**config.mk**
```make
export PLATFORM = sky130hd
export DESIGN_NAME = rx_sync_ctrl
export DESIGN_NICKNAME = d
export VERILOG_FILES = /design/src/rtl/rx_sync_ctrl.sv
export SDC_FILE = /design/constraint.sdc
export NUM_CORES = 1
export LEC_CHECK = 0
export ABC_AREA = 1
export CAP_MARGIN = 5
export CORE_MARGIN = 8
export CORE_UTILIZATION = 59
export CTS_BUF_LIST = sky130_fd_sc_hd__clkbuf_16
export DETAILED_ROUTE_END_ITERATION = 16
export GPL_TIMING_DRIVEN = 0
export MAX_ROUTING_LAYER = met4
export PLACE_DENSITY = 0.85
export SYNTH_ARGS = -nofsm -noshare
export SYNTH_HDL_FRONTEND = slang
export SYNTH_SLANG_ARGS = --single-unit
```
**constraint.sdc**
```tcl
create_clock -name clk -period 3 [get_ports clk]
set_input_delay 0.45 -clock clk [delete_from_list [all_inputs] [get_ports clk]]
set_output_delay 0.45 -clock clk [all_outputs]
set_load 0.1 [all_outputs]
```
**src/rtl/rx_sync_ctrl.sv**
```systemverilog
// Receive-side sync sequencer: steps the chain through coarse detect, frequency-offset
// estimation, fine timing and data-symbol framing, and frames the FFT input window.
module rx_sync_ctrl #(
  parameter int NFFT     = 256,
  parameter int NCP      = 64,
  parameter int FOE_TMO  = 512,
  parameter int FINE_WIN = 128,
  parameter int SYM_W    = 8
) (
  input  logic             clk,
  input  logic             rst,
  input  logic             cyc_i,
  input  logic             dat_stb,
  input  logic [SYM_W-1:0] num_sym,
  input  logic             coarse_det,
  input  logic             foe_vld,
  input  logic             fine_peak,
  output logic             coarse_ena,
  output logic             foe_ena,
  output logic             fine_ena,
  output logic             fft_ena,
  output logic             sym_start,
  output logic [SYM_W-1:0] sym_idx,
  output logic             sync_err,
  output logic             burst_done,
  output logic [2:0]       state
);

  // state  | meaning
  // IDLE   | waiting for cyc_i; num_sym latched on exit
  // DETECT | coarse timing block enabled, waiting for coarse_det
  // FOE    | frequency-offset estimator enabled, bounded by FOE_TMO strobes
  // FINE   | fine timing correlator enabled, bounded by FINE_WIN strobes
  // DATA   | framing NFFT+NCP sample symbols until nsym_r are done

  typedef enum logic [2:0] {
    S_IDLE   = 3'd0,
    S_DETECT = 3'd1,
    S_FOE    = 3'd2,
    S_FINE   = 3'd3,
    S_DATA   = 3'd4
  } state_t;

  localparam int SYM_LEN = NFFT + NCP;
  localparam int SW      = $clog2(SYM_LEN);
  localparam int TMO_MAX = (FOE_TMO > FINE_WIN) ? FOE_TMO : FINE_WIN;
  localparam int TW      = $clog2(TMO_MAX);

  localparam logic [SW-1:0]    SAMP_LAST = SW'(SYM_LEN - 1);
  localparam logic [SW-1:0]    CP_END    = SW'(NCP);
  localparam logic [SW-1:0]    SAMP_ONE  = SW'(1);
  localparam logic [TW-1:0]    FOE_LAST  = TW'(FOE_TMO - 1);
  localparam logic [TW-1:0]    FINE_LAST = TW'(FINE_WIN - 1);
  localparam logic [TW-1:0]    TMO_ONE   = TW'(1);
  localparam logic [SYM_W-1:0] SYM_ONE   = SYM_W'(1);

  state_t           state_q, state_d;
  logic [TW-1:0]    tmo_q, tmo_d;
  logic [SW-1:0]    samp_q, samp_d;
  logic [SYM_W-1:0] sym_q, sym_d;
  logic [SYM_W-1:0] nsym_q, nsym_d;
  logic             err_d, done_d;

  always_ff @(posedge clk) begin
    if (rst) begin
      state_q    <= S_IDLE;
      tmo_q      <= '0;
      samp_q     <= '0;
      sym_q      <= '0;
      nsym_q     <= '0;
      sync_err   <= 1'b0;
      burst_done <= 1'b0;
    end else begin
      state_q    <= state_d;
      tmo_q      <= tmo_d;
      samp_q     <= samp_d;
      sym_q      <= sym_d;
      nsym_q     <= nsym_d;
      sync_err   <= err_d;
      burst_done <= done_d;
    end
  end

  always_comb begin
    state_d = state_q;
    tmo_d   = tmo_q;
    samp_d  = samp_q;
    sym_d   = sym_q;
    nsym_d  = nsym_q;
    err_d   = 1'b0;
    done_d  = 1'b0;

    if (!cyc_i) begin
      // abort is silent; the symbol index is only kept when already idle
      state_d = S_IDLE;
      tmo_d   = '0;
      samp_d  = '0;
      if (state_q != S_IDLE) sym_d = '0;
    end else begin
      case (state_q)
        S_IDLE: begin
          state_d = S_DETECT;
          nsym_d  = (num_sym == '0) ? SYM_ONE : num_sym;
          tmo_d   = '0;
          samp_d  = '0;
          sym_d   = '0;
        end
        S_DETECT: begin
          if (coarse_det) begin
            state_d = S_FOE;
            tmo_d   = '0;
          end
        end
        S_FOE: begin
          if (foe_vld) begin
            state_d = S_FINE;
            tmo_d   = '0;
          end else if (dat_stb) begin
            if (tmo_q == FOE_LAST) begin
              state_d = S_DETECT;
              tmo_d   = '0;
              err_d   = 1'b1;
            end else begin
              tmo_d = tmo_q + TMO_ONE;
            end
          end
        end
        S_FINE: begin
          if (dat_stb) begin
            // the peak sample is CP sample 0, so the window count starts at 1
            if (fine_peak) begin
              state_d = S_DATA;
              tmo_d   = '0;
              samp_d  = SAMP_ONE;
              sym_d   = '0;
            end else if (tmo_q == FINE_LAST) begin
              state_d = S_DETECT;
              tmo_d   = '0;
              err_d   = 1'b1;
            end else begin
              tmo_d = tmo_q + TMO_ONE;
            end
          end
        end
        S_DATA: begin
          if (dat_stb) begin
            if (samp_q == SAMP_LAST) begin
              samp_d = '0;
              if (sym_q == nsym_q - SYM_ONE) begin
                state_d = S_IDLE;
                done_d  = 1'b1;
              end else begin
                sym_d = sym_q + SYM_ONE;
              end
            end else begin
              samp_d = samp_q + SAMP_ONE;
            end
          end
        end
        default: begin
          state_d = S_IDLE;
          tmo_d   = '0;
          samp_d  = '0;
          sym_d   = '0;
        end
      endcase
    end
  end

  assign coarse_ena = (state_q == S_DETECT);
  assign foe_ena    = (state_q == S_FOE);
  assign fine_ena   = (state_q == S_FINE);
  assign fft_ena    = (state_q == S_DATA) && dat_stb && (samp_q >= CP_END);
  assign sym_start  = (state_q == S_DATA) && dat_stb && (samp_q == CP_END);
  assign sym_idx    = sym_q;
  assign state      = state_q;

endmodule
```
After elaboration in Yosys (flattened, before gate mapping)
Index checks and enable logic that the tools add are counted.
- flip-flop bits (word level): 39
- latch bits: 0
- logic and storage cells: 97
- memory bits (writable): 0
- ROM bits: 0
- output and inout bits: 18
- input port bits: 15
- memories: 0
- order comparisons: 1
- multiplexer cells: 41
- eq/ne operators: 24
- multiply operators: 0
- bitwise logic cells: 5
- divide/modulo/power cells: 0
- shifts and indexed selects: 0
- add/sub/neg operators: 4
- reduce and logical (&&, ||, !) cells: 15
- operator list (cell ; count):
    9-bit two-way mux ; 11
    8-bit two-way mux ; 8
    9-bit case mux with 4 select lines ; 1
    3-bit two-way mux ; 10
    9-bit case mux with 3 select lines ; 1
    8-bit case mux with 3 select lines ; 1
    9-bit by 1-bit adder with 9-bit output, second input constant ; 2
    9-bit by 7-bit equality test with 1-bit output, second input constant ; 2
    9-bit equality test, second input constant ; 2
    3-bit inequality test, second input constant ; 6
    3-bit case mux with 5 select lines ; 1
    2-bit inequality test, second input constant ; 7
    9-bit by 7-bit >= comparator with 1-bit output, second input constant ; 1
    8-bit by 1-bit adder with 8-bit output, second input constant ; 1
    8-bit equality test ; 1
    8-bit zero test ; 1
    4-bit AND reduction ; 2
    8-bit AND reduction ; 1
    8-bit by 1-bit subtractor with 8-bit output, second input constant ; 1
    1-bit two-way mux ; 7
    7-bit AND reduction ; 1
    3-bit by 2-bit equality test with 1-bit output, second input constant ; 2
    3-bit by 2-bit inequality test with 1-bit output, second input constant ; 2
    1-bit inverter ; 5
    10 further kinds ; 13

Depth between registers and ports, before layout
Gate-level depths: netlist of run 1.
- word-level depth: 7
- gate-level depth with buffers: 15

Worst setup path before layout of run 1
No wires, ideal clock.
- kind: reg-to-output
- start point: register state_q[2], in the netlist state[2]
- end point: output sym_start
- path buffers: 0
- slack: -1150 ps
- required time: 2550 ps
- arrival: 3700 ps
- stages on the path, launching flop included: 5
- path through: dfxtp_1 -> inv_2 -> nor3_4 -> nand2_1 -> nor3_1
- word-level cells in the longest chain between the ends: 3
- RTL lines (what ; RTL line ; RTL):
    start: declaration ; 57 ; state_t state_q, state_d;
    start signal: assignment ; 74 ; state_q <= state_d;
    3-bit equality test ; 174 ; assign sym_start = (state_q == S_DATA) && dat_stb && (samp_q == CP_END);
    1-bit logical AND (2 in a row) ; 174 ;
    end: declaration ; 22 ; output logic sym_start,
Every way passes these cells.

Worst setup path after layout of run 1
- start point: register state_q[2], in the netlist state[2]
- end point: output fft_ena
- word-level cells in the longest chain between the ends: 3
- RTL lines (what ; RTL line ; RTL):
    3-bit equality test ; 173 ; assign fft_ena = (state_q == S_DATA) && dat_stb && (samp_q >= CP_END);
    1-bit logical AND (2 in a row) ; 173 ;
    end: declaration ; 21 ; output logic fft_ena,
Every way passes these cells.

==> results of run 1 <==
power by group:
group	internal, W	total (W)	switching, W
logic	0.000114	0.000351	0.000238
clock network	0.000295	0.000483	0.000188
registers	0.000539	0.000568	0.0000284
total	0.000948	0.00140	0.000454
registers in the layout, indices dropped and copies added (netlist names):
name,cells
burst_done,1
tmo_q,9
samp_q,9
sym_idx,8
sync_err,1
nsym_q,8
state,3
metal layers:
| layer | vias to the layer above | global-route usage [%] |
|---|---|---|
| met5 | - | - |
| li1 | 1282 | - |
| met2 | 66 | 32.7 |
| met4 | 0 | 4.29 |
| met3 | 4 | 4.64 |
| met1 | 1104 | 23.9 |
synthesized netlist by cell type:
master    number
nor3_1        10
buf_6          1
xor2_1         6
nand3b_1       1
nand2_4        5
inv_2          6
nand3_1       29
inv_1         43
nor3b_2        1
nor3_2         1
nor4_1         4
o21a_1         1
clkbuf_1       2
buf_4          1
o21ai_2        2
nand2_1       76
a31oi_1        2
nand3_2        1
nor2_1        54
inv_4          1
nor2_4         4
nand4_1        6
nor2_8         1
nor2_2         6
a21oi_2        1
ha_1           6
nor3_4         1
a21oi_1       30
a211oi_1       3
or2_2          1
o21ai_0       15
buf_12         1
a21boi_0       1
dfxtp_1       39
nand2_2        4
xnor2_1        3
clkbuf_8       1
o21ai_1        1
stage by stage:
step	util, %	cell area [um2]	hold WS (ns)	cells	TNS [ns]
3_5_place_dp	71.4	2880	0.477	453	0
3_3_place_gp	71.4	2880	0.473	453	0
5_1_grt	74.5	3000	0.511	459	0
4_1_cts	74.5	3000	0.489	459	0
6_report	74.5	3000	0.483	459	0
2_1_floorplan	-	2490	0.447	371	-0.328
worst max path at each step:
| stage | start | endpoint | slack [ns] | cells after the start |
|---|---|---|---|---|
| after detailed placement | dat_stb | sym_start | 0.07 | 4 |
| after global routing | state[2] | fft_ena | 0.005 | 5 |
| after floorplan | state[2] | sym_start | -0.33 | 4 |
| after CTS | state[2] | fft_ena | 0.09 | 5 |
| final | state[2] | fft_ena | 0.10 | 5 |
| after global placement | dat_stb | sym_start | 0.08 | 4 |
worst reg2reg max path: stages (launching register included):
cell and delay [ns]:
dfxtp_1 0.38, ha_1 0.21, nand3_1 0.10, nor2_1 0.15, nand2_1 0.09, nor2_1 0.16, inv_1 0.08, nor2_1 0.11
ha_1 0.22, o21ai_2 0.17, nor2_2 0.20, nand2_2 0.09, nand2_1 0.08, a21oi_1 0.07
cells in the final DEF (no fill, tap or decap), types with 3 or more instances in the layout:
master,synthesis,routed
a21oi_1,30,29
nor4_1,4,4
ha_1,6,6
nor2_1,54,54
o21ai_0,15,15
nand2_2,4,4
xor2_1,6,6
inv_1,43,44
clkbuf_16,0,5
nand2_1,76,76
inv_2,6,6
nand3_1,29,29
a211oi_1,3,3
nand2_4,5,5
dfxtp_1,39,39
nor3_1,10,9
xnor2_1,3,3
nor2_4,4,4
clkdlybuf4s50_1,0,30
nand4_1,6,6
nor2_2,6,6
cell families after synthesis:
logic type,share of synthesized area [%]
xor+xnor,3.17
simple gates,39.9
compound gates,12.3
buf+inv,10.1
fa+ha+maj,3.02
flops,31.4
layout make-up:
class / instances / area, um2
Multi-Input combinational cell: 276 / 1460
Fill cell: 326 / 1030
Sequential cell: 39 / 781
Timing Repair Buffer: 32 / 319
Inverter: 50 / 190
Clock buffer: 5 / 125
Tap cell: 50 / 62.6
Buffer: 6 / 60.1
Clock inverter: 1 / 3.75
==> results.py, run 1 <==
metrics = {
    "sta": {
        "fin_skew_ns": 0.00385,
        "slew_headroom_pct": 34.2,
        "rsz0062_at_grt": "false",
        "max_freq_mhz": 345,
        "setup_ws_ns": 0.104,
        "worst_slew_pin_slew_ns": 0.984,
        "layout_min_cycle_time_ns": 2.90,
        "post-route-period-util_pct": 96.5,
        "drv_slew": 0,
        "setup_violations": 0,
        "hold_violations": 0,
    },
    "clock_network": {
        "htree_levels": 2,
        "clk_pin_slew_ns": 0.06,
        "ctsHoldBuffers": 0,
        "cts_root_buffer": "clkbuf_16",
        "cts_setup_buffers": 0,
        "cts.sinks": 39,
        "cts_resized": 2,
        "cts_tree": "built",
        "clock_latency_ns": 0.28,
        "cts-buffers-inserted": 5,
        "cts.path.max_buffers": 2,
    },
    "setup_path": {
        "crit_arrival_ns": 2.45,
        "worstPathCellList": "inv_2 > nor3_4 > nand2_1 > a21oi_2 > dlygate4sd2_1",
        "critPathMaxStageDelay_ns": 0.87,
        "path_class": "reg -> out",
        "cp-start-kind": "register",
        "cp_data_required_time_ns": 2.55,
        "ff2ff_setup_slack_ns": 0.76,
        "worst-path-buf-inv": 2,
        "crit_family": "buffers and inverters",
        "critPathSlowestCell": "dlygate4sd2_1",
        "end_kind": "primary output",
        "r2r_cells": 13,
        "reg2reg_to": "state[1]",
        "crit_fanout": 9,
        "rr_startpoint": "tmo_q[0]",
    },
    "synthesis": {
        "synth_seq_cells": 39,
        "yosys.area.top_type": "dfxtp_1",
        "ys_types": 38,
        "syn_nets": 392,
        "yosysTopAreaCellShare_pct": 31.4,
        "yosys_warnings": 0,
        "netlist_top_cells_area": "dfxtp_1 31%, nand2_1 11%, nor2_1 8.2%, inv_1 6.5%, a21oi_1 6.0%",
        "syn_avg_cell_area_um2": 6.69,
        "ys_seq_area_share_pct": 31.4,
        "syn_area_um2": 2480,
        "netlist_instances": 371,
    },
    "min_path": {
        "holdPathStages": 2,
        "holdPathEnd": "tmo_q[8]",
        "worstHoldStart": "tmo_q[8]",
        "hold_class": "reg -> reg",
    },
    "global_routing": {
        "antenna_found_initial": 0,
        "overflow": 0,
        "grt_usage_pct": 19.8,
        "grt_max_degree": 11,
        "grt_pass1_wl_um": 10200,
        "grt_pass1_vias": 2279,
    },
    "cells_and_area": {
        "fin_nets": 431,
        "area_growth_pct": 20.9,
        "drive_gt1_share_pct": 11.2,
        "antenna_cells": 0,
    },
    "detailed_routing": {
        "via_per_inst": 5.35,
        "totalWireLength_um": 5890,
        "drt_iter0_markers": 234,
        "drc": 0,
        "vias": 2456,
        "wl_met2_um": 2860,
        "wl_met1_um": 2640,
        "drt_first_pass_iters": 5,
        "wl_per_cell_um": 12.8,
        "ant_nets": 0,
        "dr_wl_met3_um": 348,
        "top_layer_used": "met4",
    },
    "power": {
        "ir_drop_mv": 0.300,
        "total_power_w": 0.00140,
        "powerDensity_nw_per_um2": 467,
        "leakagePower_nw": 1.21,
    },
    "placed_design": {
        "port_buffers": 32,
        "dpl.hpwl_um": 4500,
        "routabilityCongestion": 0.880,
        "dpl_worst_slack_ns": 0.0699,
    },
    "floorplan": {
        "fp.dieH_um": 80.9,
        "ioPinCount": 33,
        "num_rows": 23,
        "die_area_um2": 6540,
        "fp.dieW_um": 80.9,
        "core_area_um2": 4030,
        "start_util_pct": 61.6,
    },
    "status": {
        "status": "complete, no violations",
    },
    "flow_run": {
        "drv_cap": 0,
    },
}
Note: power is estimated with default switching activity, not from simulation.
==> run 2, diff against run 1 <==
--- a/config.mk
+++ b/config.mk
@@ -14,6 +14,7 @@
 export GPL_TIMING_DRIVEN = 0
 export MAX_ROUTING_LAYER = met4
 export PLACE_DENSITY = 0.85
+export REMOVE_ABC_BUFFERS = 1
 export SYNTH_ARGS = -nofsm -noshare
 export SYNTH_HDL_FRONTEND = slang
 export SYNTH_SLANG_ARGS = --single-unit
==> results.py, run 2 (synthesis gave the netlist of run 1 again) <==
metrics = {
    "status": {
        "status": "complete, no violations",
    },
    "setup_path": {
        "crit_family": "buffers and inverters",
        "critPathMaxStageDelay_ns": 1.15,
        "critPathSlowestCell": "clkdlybuf4s50_1",
        "path_class": "reg -> out",
        "end_kind": "primary output",
        "crit_fanout": 6,
        "cp-start-kind": "register",
        "crit_arrival_ns": 2.45,
        "worst-path-buf-inv": 3,
        "worstPathCellList": "inv_2 > nor2_4 > inv_4 > nor2_8 > clkdlybuf4s50_1",
        "cp_data_required_time_ns": 2.55,
    },
    "clock_network": {
        "cts.sinks": 39,
        "cts_setup_buffers": 0,
        "cts_tree": "built",
        "cts.path.max_buffers": 2,
        "htree_levels": 2,
        "cts_root_buffer": "clkbuf_16",
        "clk_pin_slew_ns": 0.06,
        "clock_latency_ns": 0.28,
        "cts-buffers-inserted": 5,
    },
    "global_routing": {
        "grt_pass1_wl_um": 10100,
        "grt_usage_pct": 19.3,
        "overflow": 0,
        "antenna_found_initial": 0,
        "grt_max_degree": 15,
        "grt_pass1_vias": 2294,
    },
    "sta": {
        "hold_ws_ns": 0.483,
        "rsz0062_at_grt": "false",
        "max_freq_mhz": 345,
        "fin_skew_ns": 0.00466,
        "setup_violations": 0,
        "slew_headroom_pct": 33.8,
        "worst_slew_pin_slew_ns": 0.989,
        "final.setup.tns_ns": 0,
        "hold_violations": 0,
        "setup_ws_ns": 0.0975,
        "drv_slew": 0,
        "post-route-period-util_pct": 96.8,
        "layout_min_cycle_time_ns": 2.90,
    },
    "detailed_routing": {
        "drc": 0,
        "wl_per_cell_um": 13.3,
        "totalWireLength_um": 6050,
        "drt_iter0_markers": 180,
        "ant_nets": 0,
        "via_per_inst": 5.48,
        "vias": 2492,
        "drt_first_pass_iters": 4,
    },
    "placed_design": {
        "dpl_worst_slack_ns": 0.0404,
        "dpl.hpwl_um": 4400,
        "port_buffers": 32,
        "routabilityCongestion": 0.887,
    },
    "cells_and_area": {
        "final_cell_mix": "76 x nand2_1, 54 x nor2_1, 43 x inv_1",
        "area_growth_pct": 19.4,
        "top_regs": "samp_q x9, tmo_q x9",
        "drive_gt1_share_pct": 11.1,
        "antenna_cells": 0,
        "mostFrequentLayoutCell": "nand2_1",
        "fin_nets": 425,
        "fill_cells": 328,
    },
    "floorplan": {
        "die_area_um2": 6540,
        "num_rows": 23,
        "core_area_um2": 4030,
        "fp.dieW_um": 80.9,
        "start_util_pct": 61.6,
        "fp.dieH_um": 80.9,
        "ioPinCount": 33,
    },
    "power": {
        "ir_drop_mv": 0.459,
        "p_seq_share_pct": 37.6,
        "swShare_pct": 31.7,
        "powerDensity_nw_per_um2": 512,
        "p_sw_w": 0.000481,
        "p_int_w": 0.00104,
        "total_power_w": 0.00152,
        "comb_power_share_pct": 22.3,
        "leakagePower_nw": 1.20,
        "clockPowerShare_pct": 40.1,
    },
    "flow_run": {
        "drv_cap": 0,
    },
    "min_path": {
        "hold_class": "reg -> reg",
    },
}
[run 2: power groups by stage]
stage / logic (W) / registers, W / clock network, W
6_report: 0.000339 / 0.000570 / 0.000608
5_1_grt: 0.000371 / 0.000573 / 0.000635
4_1_cts: 0.000339 / 0.000569 / 0.000617
3_5_place_dp: 0.000335 / 0.000580 / 0
3_3_place_gp: 0.000329 / 0.000579 / 0
2_1_floorplan: 0.000175 / 0.000653 / 0
[run 2: cell type report]
class	count	area (um2)	share of cell area (%)
multi-input combinational	276	1450	49.0
sequential	39	781	26.3
timing repair buffer	32	310	10.5
inverter	50	190	6.41
clock buffer	5	125	4.22
tap	50	62.6	2.11
clock inverter	3	43.8	1.48
[run 2: what timing repair did]
| action | 4_1_cts | 5_1_grt |
|---|---|---|
| setup endpoints to repair | 2 | 2 |
| hold buffers | 0 | 0 |
| endpoints found under the hold margin | 0 | 0 |
| resized for setup | 2 | 5 |
[run 2: worst paths after layout]
kind,end,startpoint,slack [ns],cells after the start
setup reg to reg,state[0],tmo_q[1],0.91,13
hold reg to reg,nsym_q[1],nsym_q[1],0.48,2
setup / recovery,foe_ena,state[1],0.1,5
hold / removal,nsym_q[1],nsym_q[1],0.48,2
[run 2: through the flow]
| stage | instances | util [%] | instance area, um2 |
|---|---|---|---|
| after floorplan | 365 | - | 2420 |
| after global placement | 447 | 69.7 | 2810 |
| after detailed placement | 447 | 69.7 | 2810 |
| after CTS | 455 | 73.8 | 2970 |
| after global routing | 455 | 73.6 | 2970 |
| final | 455 | 73.6 | 2970 |
[run 2: layer usage]
metal | part of all wire, % | GRT usage [%] | wire [um]
met3 | 6.3 | 4.08 | 378
met2 | 47 | 32.1 | 2860
met4 | 1.1 | 6.43 | 68
met1 | 45 | 22.6 | 2740
met5 | 0 | - | 0
[run 2: worst register-to-register path, delay by kind of cell (launching register included)]
kind | cells | cell delay [ns]
simple gates | 8 | 0.88
fa+ha+maj | 2 | 0.40
flops | 1 | 0.38
compound gates | 2 | 0.24
buf+inv | 1 | 0.07
==> run 3, diff against run 2 <==
--- a/config.mk
+++ b/config.mk
@@ -11,9 +11,10 @@
 export CORE_UTILIZATION = 59
 export CTS_BUF_LIST = sky130_fd_sc_hd__clkbuf_16
 export DETAILED_ROUTE_END_ITERATION = 16
+export GPL_ROUTABILITY_DRIVEN = 0
 export GPL_TIMING_DRIVEN = 0
 export MAX_ROUTING_LAYER = met4
-export PLACE_DENSITY = 0.85
+export PLACE_DENSITY = 0.91
 export REMOVE_ABC_BUFFERS = 1
 export SYNTH_ARGS = -nofsm -noshare
 export SYNTH_HDL_FRONTEND = slang
==> results.py, run 3 (synthesis gave the netlist of run 1 again) <==
metrics = {
    "clock_network": {
        "cts.path.max_buffers": 2,
        "clock_latency_ns": 0.28,
        "clk_pin_slew_ns": 0.06,
        "htree_levels": 2,
        "cts_root_buffer": "clkbuf_16",
        "cts_setup_buffers": 0,
        "cts_tree": "built",
        "cts.sinks": 39,
        "ctsHoldBuffers": 0,
        "cts-buffers-inserted": 5,
    },
    "min_path": {
        "holdPathEnd": "tmo_q[7]",
        "worstHoldStart": "tmo_q[7]",
        "hold_class": "reg -> reg",
        "holdPathStages": 2,
    },
    "placed_design": {
        "place_area_um2": 2810,
        "dpl_worst_slack_ns": 0.0485,
        "port_buffers": 32,
        "dpl.hpwl_um": 4460,
    },
    "power": {
        "p_seq_share_pct": 37.5,
        "powerDensity_nw_per_um2": 513,
        "comb_power_share_pct": 22.4,
        "p_sw_w": 0.000484,
        "p_int_w": 0.00104,
        "ir_drop_mv": 0.315,
        "leakagePower_nw": 1.20,
        "swShare_pct": 31.9,
        "clockPowerShare_pct": 40.1,
    },
    "global_routing": {
        "grt_pass1_vias": 2340,
        "grt_pass1_wl_um": 10400,
        "antenna_found_initial": 0,
        "overflow": 0,
        "grt_max_degree": 15,
        "grt_usage_pct": 20.1,
    },
    "floorplan": {
        "fp.dieW_um": 80.9,
        "ioPinCount": 33,
        "start_util_pct": 61.6,
        "num_rows": 23,
        "fp.dieH_um": 80.9,
        "core_area_um2": 4030,
        "die_area_um2": 6540,
    },
    "sta": {
        "worst_slew_pin_slew_ns": 0.989,
        "drv_slew": 0,
        "slew_headroom_pct": 33.9,
        "rsz0062_at_grt": "false",
        "fin_skew_ns": 0.00462,
        "max_freq_mhz": 349,
        "setup_violations": 0,
        "hold_violations": 0,
        "setup_ws_ns": 0.137,
        "layout_min_cycle_time_ns": 2.86,
        "post-route-period-util_pct": 95.4,
    },
    "setup_path": {
        "reg2reg_to": "state[0]",
        "end_kind": "primary output",
        "r2r_cells": 13,
        "critPathSlowestCell": "clkdlybuf4s50_1",
        "worst-path-buf-inv": 3,
        "ff2ff_setup_slack_ns": 0.91,
        "cp-start-kind": "register",
        "crit_family": "buffers and inverters",
        "crit_fanout": 6,
        "crit_arrival_ns": 2.41,
        "worstPathCellList": "inv_2 > nor2_4 > nand2_2 > inv_1 > clkdlybuf4s50_1",
        "rr_startpoint": "tmo_q[1]",
        "critPathMaxStageDelay_ns": 1.14,
        "path_class": "reg -> out",
        "cp_data_required_time_ns": 2.55,
    },
    "detailed_routing": {
        "via_per_inst": 5.52,
        "totalWireLength_um": 6120,
        "wl_met2_um": 3080,
        "top_layer_used": "met4",
        "drc": 0,
        "ant_nets": 0,
        "wl_per_cell_um": 13.4,
        "drt_first_pass_iters": 4,
        "wl_met1_um": 2610,
        "dr_wl_met3_um": 371,
        "drt_iter0_markers": 219,
        "vias": 2510,
    },
    "cells_and_area": {
        "antenna_cells": 0,
        "fill_cells": 332,
        "multi_input_area_um2": 1450,
        "mostFrequentLayoutCell": "nand2_1",
        "fin_nets": 425,
        "drive_gt1_share_pct": 11.1,
        "area_growth_pct": 19.4,
        "postLayoutCoreUtil_pct": 73.6,
        "final_cell_mix": "76 x nand2_1, 54 x nor2_1, 43 x inv_1",
        "design_area_um2": 2970,
        "seqCellArea_um2": 781,
        "top_regs": "samp_q x9, tmo_q x9",
    },
    "status": {
        "status": "complete, no violations",
    },
    "flow_run": {
        "drv_cap": 0,
    },
}
## run 3: final cells by class
class / count / area share [%]
Tap cell: 50 / 2.11
Clock inverter: 3 / 1.48
Multi-Input combinational cell: 276 / 49.0
Clock buffer: 5 / 4.22
Sequential cell: 39 / 26.3
Timing Repair Buffer: 32 / 10.5
Inverter: 50 / 6.41
## run 3: worst register-to-register path: cells and delay by family (launching register included)
kind            cells  cell delay [ns]
compound gates      2             0.21
fa+ha+maj           2             0.39
buf+inv             1             0.08
flops               1             0.37
simple gates        8             0.90
## run 3: stage by stage
step	TNS (ns)	std cells	power [W]	hold WS (ns)
finish	0	455	0.00152	0.485
global route	0	455	0.00158	0.500
CTS	0	455	0.00152	0.485
detailed placement	0	447	0.000915	0.477
global placement	0	447	0.000906	0.468
floorplan	-1.74	365	0.000827	0.447
## run 3: worst max-delay path by stage
stage                  start         to  cells after the start
finish              state[1]   fine_ena                      5
global route        state[1]   fine_ena                      5
CTS                 state[2]  sym_start                      5
detailed placement   dat_stb  sym_start                      4
global placement     dat_stb  sym_start                      4
floorplan           state[2]  sym_start                      4
## run 3: repair_timing
action	in CTS	in global routing
setup endpoints to repair	2	2
gates resized for setup	2	5
endpoints found under the hold margin	0	0
## run 3: per-layer routing
metal | vias to the layer above | global-route usage (%)
li1 | 1267 | -
met1 | 1167 | 23.0
met2 | 70 | 34.6
met3 | 6 | 4.08
met4 | 0 | 5.36
met5 | - | -
## run 3: power by group through the flow
stage / Clock (W) / Sequential [W] / Combinational (W)
final: 0.000609 / 0.000571 / 0.000340
after detailed placement: 0 / 0.000581 / 0.000334
after global routing: 0.000641 / 0.000573 / 0.000368
after floorplan: 0 / 0.000653 / 0.000175
after CTS: 0.000615 / 0.000569 / 0.000338
after global placement: 0 / 0.000580 / 0.000327
